**config.mk**
```make
export PLATFORM = sky130hd
export DESIGN_NAME = iterative_tea_encryptor
export DESIGN_NICKNAME = d
export VERILOG_FILES = /design/src/rtl/iterative_tea_encryptor.sv
export SDC_FILE = /design/constraint.sdc
export NUM_CORES = 1
export LEC_CHECK = 0
export ABC_AREA = 1
export BUFFER_PORTS_ARGS = -buffer_cell sky130_fd_sc_hd__buf_2
export CORE_ASPECT_RATIO = 1.75
export CORE_MARGIN = 8
export CORE_UTILIZATION = 45
export DETAILED_ROUTE_END_ITERATION = 7
export GPL_TIMING_DRIVEN = 0
export MAX_ROUTING_LAYER = met4
export PLACE_DENSITY_LB_ADDON = 0.3
export SKIP_CTS_REPAIR_TIMING = 1
export SLEW_MARGIN = 20
export SYNTH_ARGS = -nofsm -noshare
export SYNTH_HDL_FRONTEND = slang
export SYNTH_SLANG_ARGS = --single-unit
```
**constraint.sdc**
```tcl
create_clock -name clk -period 9.1 [get_ports clk]
set_input_delay 0.91 -clock clk [delete_from_list [all_inputs] [get_ports clk]]
set_output_delay 0.91 -clock clk [all_outputs]
set_load 0.1 [all_outputs]
```
**src/rtl/iterative_tea_encryptor.sv**
```systemverilog
// Iterative TEA encryptor: one round per enabled clock, valid/ready on both sides.
// Optional build macro TEA_ENC_BACK2BACK_EN lets DONE hand straight over to a new block.
module iterative_tea_encryptor #(
  parameter int unsigned ROUNDS = 32,
  parameter logic [31:0] DELTA  = 32'h9E37_79B9
) (
  input  logic         clk,
  input  logic         rst,
  input  logic         ena,
  input  logic         in_valid,
  output logic         in_ready,
  input  logic [63:0]  inBlock64,
  input  logic [127:0] key,
  output logic         out_valid,
  input  logic         out_ready,
  output logic [63:0]  outBlock64
);

  localparam int unsigned CNT_W = 6;

  typedef enum logic [1:0] {IDLE, RUN, DONE} state_t;

  state_t             state;
  state_t             state_d;
  logic [31:0]        v0;
  logic [31:0]        v1;
  logic [31:0]        sum;
  logic [127:0]       k;
  logic [CNT_W-1:0]   cnt;

  logic [31:0]        sum_nxt;
  logic [31:0]        v0_nxt;
  logic [31:0]        v1_nxt;
  logic               last_round;
  logic               accept;
  logic               out_xfer;

  // One TEA round; v1 update uses the freshly computed v0.
  always_comb begin
    sum_nxt = sum + DELTA;
    v0_nxt  = v0 + (((v1 << 4) + k[31:0]) ^ (v1 + sum_nxt) ^ ((v1 >> 5) + k[63:32]));
    v1_nxt  = v1 + (((v0_nxt << 4) + k[95:64]) ^ (v0_nxt + sum_nxt) ^ ((v0_nxt >> 5) + k[127:96]));
  end

  assign last_round = (cnt == CNT_W'(ROUNDS - 1));
  assign out_xfer   = out_valid & out_ready & ena;

`ifdef TEA_ENC_BACK2BACK_EN
  assign in_ready = ena & ~rst & ((state == IDLE) | ((state == DONE) & out_ready));
`else
  assign in_ready = ena & ~rst & (state == IDLE);
`endif

  assign accept = in_valid & in_ready;

  always_comb begin
    state_d = state;
    case (state)
      IDLE:    if (accept) state_d = RUN;
      RUN:     if (ena && last_round) state_d = DONE;
      DONE:    if (out_xfer) state_d = accept ? RUN : IDLE;
      default: state_d = IDLE;
    endcase
  end

  always_ff @(posedge clk) begin
    if (rst) begin
      state <= IDLE;
    end else if (ena) begin
      state <= state_d;
    end
  end

  // Datapath and registered outputs.
  always_ff @(posedge clk) begin
    if (rst) begin
      v0         <= '0;
      v1         <= '0;
      sum        <= '0;
      k          <= '0;
      cnt        <= '0;
      out_valid  <= 1'b0;
      outBlock64 <= '0;
    end else if (ena) begin
      out_valid <= (state_d == DONE);
      if (accept) begin
        v0  <= inBlock64[31:0];
        v1  <= inBlock64[63:32];
        k   <= key;
        sum <= '0;
        cnt <= '0;
      end else if (state == RUN) begin
        v0  <= v0_nxt;
        v1  <= v1_nxt;
        sum <= sum_nxt;
        cnt <= cnt + CNT_W'(1);
        if (last_round) outBlock64 <= {v1_nxt, v0_nxt};
      end
    end
  end

endmodule

```
==> run metrics <==
Worst Hold Class reg -> reg; DRC Markers 0; fin cells 4,709; vias 25.7k; Max-cap violations 0; most frequent cell after synthesis nand2_1; Clock Latency Late Sink 0.63 ns; YS warnings 0; syn_nets 4,107; CP endpoint kind register; metal2 WL 46,300 um; asr flop ratio synth 0%; Top FF cell, synth dfxtp_1; Hold Vio Cnt, Final 0; Starting Density 45.5%; setup TNS 0 ns; synthesized flop and latch total 297; clk buf depth 3; mapped cell area 24,700 sq um; DR pass1 iterations 6; final setup fails 0; area grow syn2layout 20.3%; largest net degree at the start of global routing 16; fillers 5,540; vias per cell 5.45; die height 326 um; RSZ-0062 raised after global routing true; number of flops mapped to enable cells by yosys 0; Worst Path Max Fanout 5; H-tree lvl count 1; Reg clk slew, reported paths 0.07 ns; die footprint 63,000 sq um; met3 WL 6070 um; vias in the first global route 24.3k; GRT Resource Usage Total 30.7%; Worst EP required 9.57 ns; Most Frequent Cell on Critical Path nand2_1; Post-DP Area 26,900 sq um; dominant cells by area after synthesis dfxtp_1, nand2_1, ha_1; max-slew violations 0; nets 4,449; worst rel slew slack 14.2%; Max Clock Skew 0.0257 ns; final worst slack 0.123 ns; crit path time final 8.98 ns; global-route wire length before repair 142,000 um; Root Buffer clkbuf_16; diode count 0; Top Metal Used met4; Avg Synthesized Cell Area 6.77 sq um; Finished Cell Area 29,700 sq um; Cells after Synth 3,653; area leader, netlist dfxtp_1; sequential share of the synthesized area 24.1%; status completed; crit path DAT 9.44 ns; Worst path max stage delay 0.36 ns; num ports 263; grt ovf 0; synth cell count leaders nand2_1, a21oi_1, inv_1; Reg area 5950 sq um; CTS tree yes; Post-Place Worst Slack -1.18 ns; clock buffer count from CTS 31; layout cell share with drive strength beyond 1 15.7%; CORE AREA 54,300 sq um; Routed Antenna Nets 0; fin crit share 98.6%; antenna violations before repair 1; Startpoint Class register; area of the multi-input gates 18,400 sq um; top cell type's share of synthesized area 24.1%; clk sinks 297; Post-DP HPWL 80,100 um; PortBufs 261; die width 193 um; num rows 113; Highest Clock Rate 0.111 GHz; routed wire length 98,500 um; M1 wire length 38,000 um; routability cong. 1.01; Max stage delay cell, worst path ha_1; Routed wire per std cell 20.9 um; critical setup path kind reg -> reg; 1st-iter DRT viols 1,840; Placed Cells 4,604; Synth cell types 54; Worst-Margin Slew 1.27 ns
-- kinds of logic after synthesis --
group | after synthesis | synth area share, %
and+or+nand+nor | 1407 | 23.1
AOI/OAI and AO/OA | 864 | 19.8
buffers and inverters | 471 | 7.18
xor gates and xnor gates | 357 | 12.7
DFF | 297 | 24.1
adders and majority gates | 257 | 13.3
-- critical path, delay by kind of cell, from the launching register on --
| family | cells | cell delay [ns] |
|---|---|---|
| adder cells (fa/ha/maj) | 5 | 1.38 |
| AO/OA/AOI/OAI | 13 | 2.14 |
| XOR/XNOR | 8 | 2.05 |
| buffers and inverters | 6 | 0.61 |
| flip-flops | 1 | 0.35 |
| AND/OR/NAND/NOR | 23 | 2.29 |
-- metrics by stage --
stage                     util [%]  hold slack [ns]
after CTS                     51.6            0.469
after global placement        49.5            0.455
after floorplan                  -            0.439
final                         54.8            0.468
after detailed placement      49.5            0.460
after global routing          54.8            0.492
-- cell usage in the layout, fill, tap and decap left out, types with 96 or more instances in the layout --
cell and count:
ha_1 219, o21ai_0 181, xnor2_1 110, clkbuf_1 96, inv_1 357, dfxtp_1 295
nand2_1 931, buf_2 263, xor2_1 179, a21oi_1 405, nor2_1 253
-- metal layers --
layer,track usage [%],vias to the layer above
met1,34.5,11800
met4,21.9,0
met5,-,-
li1,-,12700
met3,3.28,239
met2,50.1,932
-- sequential cells by signal, summed over array words and instances, names as in the netlist --
signal      cells
cnt             6
v1             32
v0             32
outBlock64     64
out_valid       1
k             128
state           2
sum            32
-- layout make-up --
cell class	instances	share of cell area, %
plain buffers	106	1.37
clock buffers	38	2.87
clock inverters	19	0.922
inverters	365	4.61
multi-input cells	2885	61.7
flip-flops and latches	297	20.0
well taps	690	2.90
repair buffers	309	5.62
-- worst paths after layout --
check,endpoint,startpoint,slack [ns],cells past startpoint
max,v1[30],sum[0],0.12,55
min,k[6],k[6],0.47,2
max reg2reg,v1[30],sum[0],0.12,55
min reg2reg,k[6],k[6],0.47,2
Power is left out: the tool's default activity adds up to more than one toggle a clock period on the data nets, which glitch-free logic cannot reach.
